**src/rtl/pipe_stage_skid.sv**
```systemverilog
// pipe_stage_skid: two-entry pipeline register (MAIN + SKID) with valid/ready handshake.
// Ports: clk, reset (async active-low), in_valid/in_ready/in_data (upstream),
//        out_valid/out_ready/out_data (downstream), flush (sync discard),
//        occ (held entries 0..2), stall_cnt (saturating back-pressure cycle count).
module pipe_stage_skid #(
   parameter int DW = 32,
   parameter int NCH = 7,
   parameter logic [DW-1:0] NOP = 32'h00000000
) (
   input  logic              clk,
   input  logic              reset,
   input  logic              in_valid,
   output logic              in_ready,
   input  logic [NCH*DW-1:0] in_data,
   output logic              out_valid,
   input  logic              out_ready,
   output logic [NCH*DW-1:0] out_data,
   input  logic              flush,
   output logic [1:0]        occ,
   output logic [15:0]       stall_cnt
);
   typedef enum logic [1:0] {EMPTY, ONE, FULL} state_t;
   localparam logic [NCH*DW-1:0] RST_MAIN = {{(NCH-1)*DW{1'b0}}, NOP};
   state_t state;
   logic [NCH*DW-1:0] main_q, skid_q;
   logic accept, pop;
   // handshake outputs decode registered state only, so in_ready never sees out_ready
   assign in_ready  = state != FULL;
   assign out_valid = state != EMPTY;
   assign occ       = state == FULL ? 2'd2 : state == ONE ? 2'd1 : 2'd0;
   assign out_data  = main_q;
   assign accept    = in_valid & in_ready;
   assign pop       = out_valid & out_ready;
   always_ff @(posedge clk or negedge reset) begin
      if (!reset) begin
         state     <= EMPTY;
         main_q    <= RST_MAIN;
         skid_q    <= '0;
         stall_cnt <= '0;
      end else begin
         if (out_valid && !out_ready && stall_cnt != 16'hFFFF)
            stall_cnt <= stall_cnt + 16'd1;
         if (flush) begin
            state          <= EMPTY;
            main_q[DW-1:0] <= NOP;
         end else begin
            case (state)
               EMPTY: if (accept) begin
                  state  <= ONE;
                  main_q <= in_data;
               end
               ONE: if (accept && pop) begin
                  main_q <= in_data;
               end else if (accept) begin
                  state  <= FULL;
                  skid_q <= in_data;
               end else if (pop) begin
                  // bubble shows NOP on channel 0; other channels keep their last values
                  state          <= EMPTY;
                  main_q[DW-1:0] <= NOP;
               end
               FULL: if (pop) begin
                  state  <= ONE;
                  main_q <= skid_q;
               end
               default: state <= EMPTY;
            endcase
         end
      end
   end
endmodule

```
**config.mk**
```make
export PLATFORM = sky130hd
export DESIGN_NAME = pipe_stage_skid
export DESIGN_NICKNAME = d
export VERILOG_FILES = /design/src/rtl/pipe_stage_skid.sv
export SDC_FILE = /design/constraint.sdc
export NUM_CORES = 1
export LEC_CHECK = 0
export ABC_AREA = 1
export CAP_MARGIN = 20
export CORE_MARGIN = 4
export CORE_UTILIZATION = 44
export DETAILED_ROUTE_END_ITERATION = 6
export PLACE_DENSITY = 0.75
export SLEW_MARGIN = 30
export SYNTH_ARGS = -nofsm -noshare
export SYNTH_HDL_FRONTEND = slang
export SYNTH_SLANG_ARGS = --single-unit
```
**constraint.sdc**
```tcl
create_clock -name clk -period 3.6 [get_ports clk]
set_clock_uncertainty 0.15 [all_clocks]
set_input_delay 0.72 -clock clk [delete_from_list [all_inputs] [get_ports clk]]
set_output_delay 0.72 -clock clk [all_outputs]
set_load 0.01 [all_outputs]
```
=== After elaboration in Yosys (flattened, before gate mapping) ===
Index checks and enable logic that the tools add are counted.

* Bits in registers: 466
* Input port bits: 229
* Output and inout bits: 244

* Reductions and logical operators: 12
* $add $sub $neg: 1
* Mux-type cells: 17
* Eq/ne operators: 13
* Bitwise gates (word level): 4

{| class="wikitable"
|+ Operators with widths
! cell !! number
|-
| 224-bit one-hot mux with 3 select lines || 1
|-
| 224-bit 2-to-1 mux || 2
|-
| 192-bit 2-to-1 mux || 1
|-
| 32-bit 2-to-1 mux || 4
|-
| 16-bit by 1-bit adder with 16-bit output, second input constant || 1
|-
| 16-bit != test, second input constant || 1
|-
| 2-bit 2-to-1 mux || 7
|-
| 5-bit AND reduction || 2
|-
| 3-bit != test, second input constant || 3
|-
| 4-bit by 3-bit != test with 1-bit output, second input constant || 2
|-
| 4-bit AND reduction || 2
|-
| 2-bit != test, second input constant || 3
|-
| 2-bit one-hot mux with 3 select lines || 1
|-
| 4-bit != test, second input constant || 1
|-
| 4-bit nonzero test || 1
|-
| 1-bit logical AND || 3
|-
| 3-bit nonzero test || 1
|-
| 1-bit AND || 2
|-
| 2-bit by 1-bit == test with 1-bit output, second input constant || 1
|-
| 2-bit == test, second input constant || 1
|-
| 2-bit zero test || 1
|-
| 2-bit by 1-bit != test with 1-bit output, second input constant || 1
|-
| 1-bit NOT || 2
|-
| 2-bit nonzero test || 1
|-
| 2 further kinds || 2
|}

=== Longest topological paths before layout ===
* Depth in word-level cells: 7
* Mapped depth: 12

=== Least setup slack after synthesis ===
No wires, ideal clock.

* Path type: reg-to-reg
* Start: reg state[1]
* End: reg skid_q[195]
* Cell stages (with the launch flop): 13
* Slack: 1608 ps
* Arrival: 1724 ps
* Library setup time: 117 ps
* Cells stage by stage: dfrtp_1 -> inv_1 -> ha_1 -> nand2_1 -> nor2_2 -> nand2_1 -> inv_2 -> nand2_2 -> buf_6 -> buf_6 -> buf_6 -> nand2_1 -> o21ai_2

* Word-level cells in the longest chain between the ends: 5
* Elaborated cells on any way between the ends: 8
* Classes of those cells: 2 x eq/ne; 3 x bitwise; 3 x reduce/logical

{| class="wikitable"
|+ Ends and longest elaborated chain
! element !! RTL line !! source
|-
| start: declaration || 24 || <nowiki>state_t state;</nowiki>
|-
| start signal: assignment || 36 || <nowiki>state <= EMPTY;</nowiki>
|-
| start signal: assignment || 44 || <nowiki>state <= EMPTY;</nowiki>
|-
| start signal: assignment || 49 || <nowiki>state <= ONE;</nowiki>
|-
| 2-bit != test or 2-bit nonzero test (tied branches) || 28, 29 ||
|-
| 1-bit AND, on equally long branches || 32, 33 ||
|-
| 1-bit logical AND || 52 || <nowiki>ONE: if (accept && pop) begin</nowiki>
|-
| 1-bit NOT (no source line) || -- ||
|-
| 4-bit AND reduction (no source line) (*) || -- ||
|-
| end signal: assignment || 56 || <nowiki>skid_q <= in_data;</nowiki>
|-
| end: declaration || 25 || <nowiki>logic [NCH*DW-1:0] main_q, skid_q;</nowiki>
|}

Every way passes the cells marked *; elsewhere a longest branch is shown, timed or not.
A chain may end at the register's enable or synchronous reset.

=== Worst setup path in the final report ===
* Start: reg state[0]
* End: out occ[1]

* Word-level cells in the longest chain between the ends: 2

{| class="wikitable"
|+ Ends and longest elaborated chain
! element !! RTL line !! source
|-
| 2-bit == test || 30 || <nowiki>assign occ = state == FULL ? 2'd2 : state == ONE ? 2'd1 : 2'd0;</nowiki>
|-
| 2-bit 2-to-1 mux || 30 ||
|-
| end: declaration || 19 || <nowiki>output logic [1:0] occ,</nowiki>
|}

No other way between the ends.

==> results.txt <==
status -> completed
Hold WC Path Type -> register to register
Slew Viols, Final -> 0
synthesized area -> 0.02139 mm^2
Yosys warning count -> 0
Routed met1 length -> 26.13 mm
Worst slew margin -> 32.17%
Yosys cell types -> 23
Worst EP arrival -> 2.13 ns
Synth async-reset ratio -> 100.0%
P_int -> 14.40 mW
DR WL met2 -> 29.41 mm
CTS tree -> built
DP Cell Count -> 3588
Seq/Total Area, Yosys -> 54.52%
Die X -> 228.5 um
Max Used Layer -> met5
GRT overflow -> 0
Design Area, Final -> 0.02817 mm^2
RSZ-0062 raised after global routing -> no
Seq pwr share -> 40.9%
top_reg_cell synth -> dfrtp_1
core box area -> 0.04795 mm^2
Synth top area share -> 54.52%
nets@finish -> 3261
crit path capture type -> output pin
Period Utilization, post-route -> 83.26%
Setup-failing EPs final -> 0
multi-input logic area -> 0.007352 mm^2
slew of the pin with the lowest slew margin -> 1.017 ns
Post-DRT Antenna Nets -> 0
Crit Path Category -> register to output pin
register bit total from synthesis -> 466
clock transition at the registers of the reported paths -> 0.06 ns
initial core utilization -> 44.61%
fin crit period -> 2.997 ns
clock root buffer -> clkbuf_16
number of remaining DRC errors -> 0
Avg Cell Area, Syn -> 8.081 um^2
Synth area leader -> dfrtp_1
Critical Path Fanout Max -> 6
Die H -> 228.5 um
Placer Congestion -> 0.8854
Layout area overhead -> 31.71%
IO Count -> 473
non-filler cells, final -> 3680
Worst Path Required -> 2.73 ns
most frequent cell after synthesis -> nand2_1
Synth top cells by count -> nand2_1, dfrtp_1, inv_1
share of post-route cells with drive strength above 1 -> 4.771%
Max Clk Rate -> 0.3336 GHz
Starting DRT DRC Count -> 1673
register area -> 0.01166 mm^2
max cap viols -> 0
first-pass GRT wire length -> 99.04 mm
met3 WL post-DR -> 4.234 mm
total track usage -> 22.93%
DRT Wirelength -> 62.37 mm
Power Total -> 22.38 mW
net switching share of the total power -> 35.65%
Die ar. -> 0.05220 mm^2
PwrDens -> 794.2 mW/mm^2
Worst-Skew Late Latency -> 0.57 ns
dominant cells by area after synthesis -> dfrtp_1, nand2_1, o21ai_0
Syn Inst Count -> 2647
setup TNS -> 0 ns
via count -> 19.21k
DP Wirelength -> 41.15 mm
fillers -> 4089
vias in the first global route -> 18.35k
Final Core Density -> 58.76%
I/O Buffers -> 472
Startpoint Class -> register
Pleak -> 13.62 nW
number of synthesized flops with an enable pin -> 0
Post-CTS Setup Bufs -> 0
maximum vdd drop -> 0.4622 mV
CTS buffer count -> 49
area post-placement -> 0.02649 mm^2
antenna violations before repair -> 8
Initial DRT Pass Iterations -> 5
post-synth net total -> 2882
final hold vios -> 0
largest net degree at the start of global routing -> 193
Avg WL per Cell -> 16.95 um
Clock power frac -> 23.0%
Site Rows -> 80
Net Switching -> 7.976 mW
Comb power frac -> 36.1%
H-Tree Depth -> 2
clk buf depth -> 3
CTS sink cnt -> 466
drt via density -> 5.221
placed cells by master (no fill, tap or decap), types with 2 or more instances in the layout:
cell             count
diode_2              5
clkdlybuf4s50_1    471
ha_4                 2
clkinv_2            10
ha_1                 4
buf_4               18
xnor2_1              4
clkbuf_16           51
nand2_1            670
bufinv_16            4
o21ai_1            174
o21ai_0            389
inv_6                2
buf_12              16
nor2_2               3
o21ai_2             20
inv_1              402
nand4_1              6
clkbuf_1             6
nand3_1            296
dfrtp_1            466
nor2_1              19
clkinvlp_4           2
clkbuf_8             9
inv_2                3
xor2_1               4
worst paths after layout:
kind | start | to | slack (ns) | cells past startpoint
worst max-delay path | state[0]$_DFFE_PN0P_ | occ[1] | 0.60 | 3
worst min-delay path | skid_q[26]$_DFFE_PN0P_ | skid_q[26]$_DFFE_PN0P_ | 0.32 | 2
worst max register to register | state[1]$_DFFE_PN0P_ | out_data[149]$_DFFE_PN0P_ | 0.75 | 8
worst min register to register | skid_q[26]$_DFFE_PN0P_ | skid_q[26]$_DFFE_PN0P_ | 0.32 | 2
max in group asynchronous | reset | out_data[15]$_DFFE_PN0P_ | 1.69 | 4
min in group asynchronous | reset | out_data[202]$_DFFE_PN0P_ | 0.51 | 2
worst max-delay path, stage by stage (launching register included):
cell and delay [ns]:
dfrtp_1 0.42, inv_1 0.21, ha_1 0.34, clkdlybuf4s50_1 0.60
stage by stage:
step | setup WS [ns] | hold WS, ns
after global placement | 0.8009 | 0.3035
final | 0.6025 | 0.3229
after CTS | 0.5642 | 0.3227
after global routing | 0.5005 | 0.3369
after detailed placement | 0.7191 | 0.3087
after floorplan | 1.608 | 0.2744
final cells by class:
cell class                      count  share of cell area, %
Tap cell                          615                  2.731
Sequential cell                   466                  41.39
Inverter                          405                  5.396
Multi-Input combinational cell   1596                  26.10
Clock inverter                     19                 0.7506
Clock buffer                       66                  5.050
Timing Repair Buffer              508                  18.54
Antenna cell                        5                0.04441
what timing repair did:
item / in CTS / in global routing
resized for setup: 0 / 0
endpoints found under the hold margin: 50 / 0
hold buffers: 1 / 0
power groups by stage:
| stage | logic [mW] | clock network (mW) | registers, mW |
|---|---|---|---|
| final | 8.08 | 5.14 | 9.15 |
| after global routing | 8.92 | 5.46 | 9.41 |
| after CTS | 8.16 | 5.25 | 9.13 |
| after detailed placement | 8.11 | 0 | 9.17 |
| after global placement | 7.87 | 0 | 9.07 |
| after floorplan | 3.61 | 0 | 9.35 |
state kept, by name, summed over array words and instances (netlist names):
register,flops
state,2
out_data,224
stall_cnt,16
skid_q,224
cells by family (layout without fill, tap and decap cells):
kind of cell             after synthesis  in the layout  synth area share [%]
other                                  0              5                     0
flip-flops                           466            466                 54.52
AO/OA/AOI/OAI                        583            583                 13.99
buffers and inverters                585            998                 11.37
AND/OR/NAND/NOR                      999            999                 19.44
adder cells (fa/ha/maj)                6              6                0.3510
XOR/XNOR                               8              8                0.3275
metal layers:
layer	track usage, %	vias to the layer above
li1	-	9131
met2	36.61	740
met5	0	-
met1	30.94	9184
met4	9.587	8
met3	4.312	151
No activity file was read; power rests on OpenSTA's default activity.
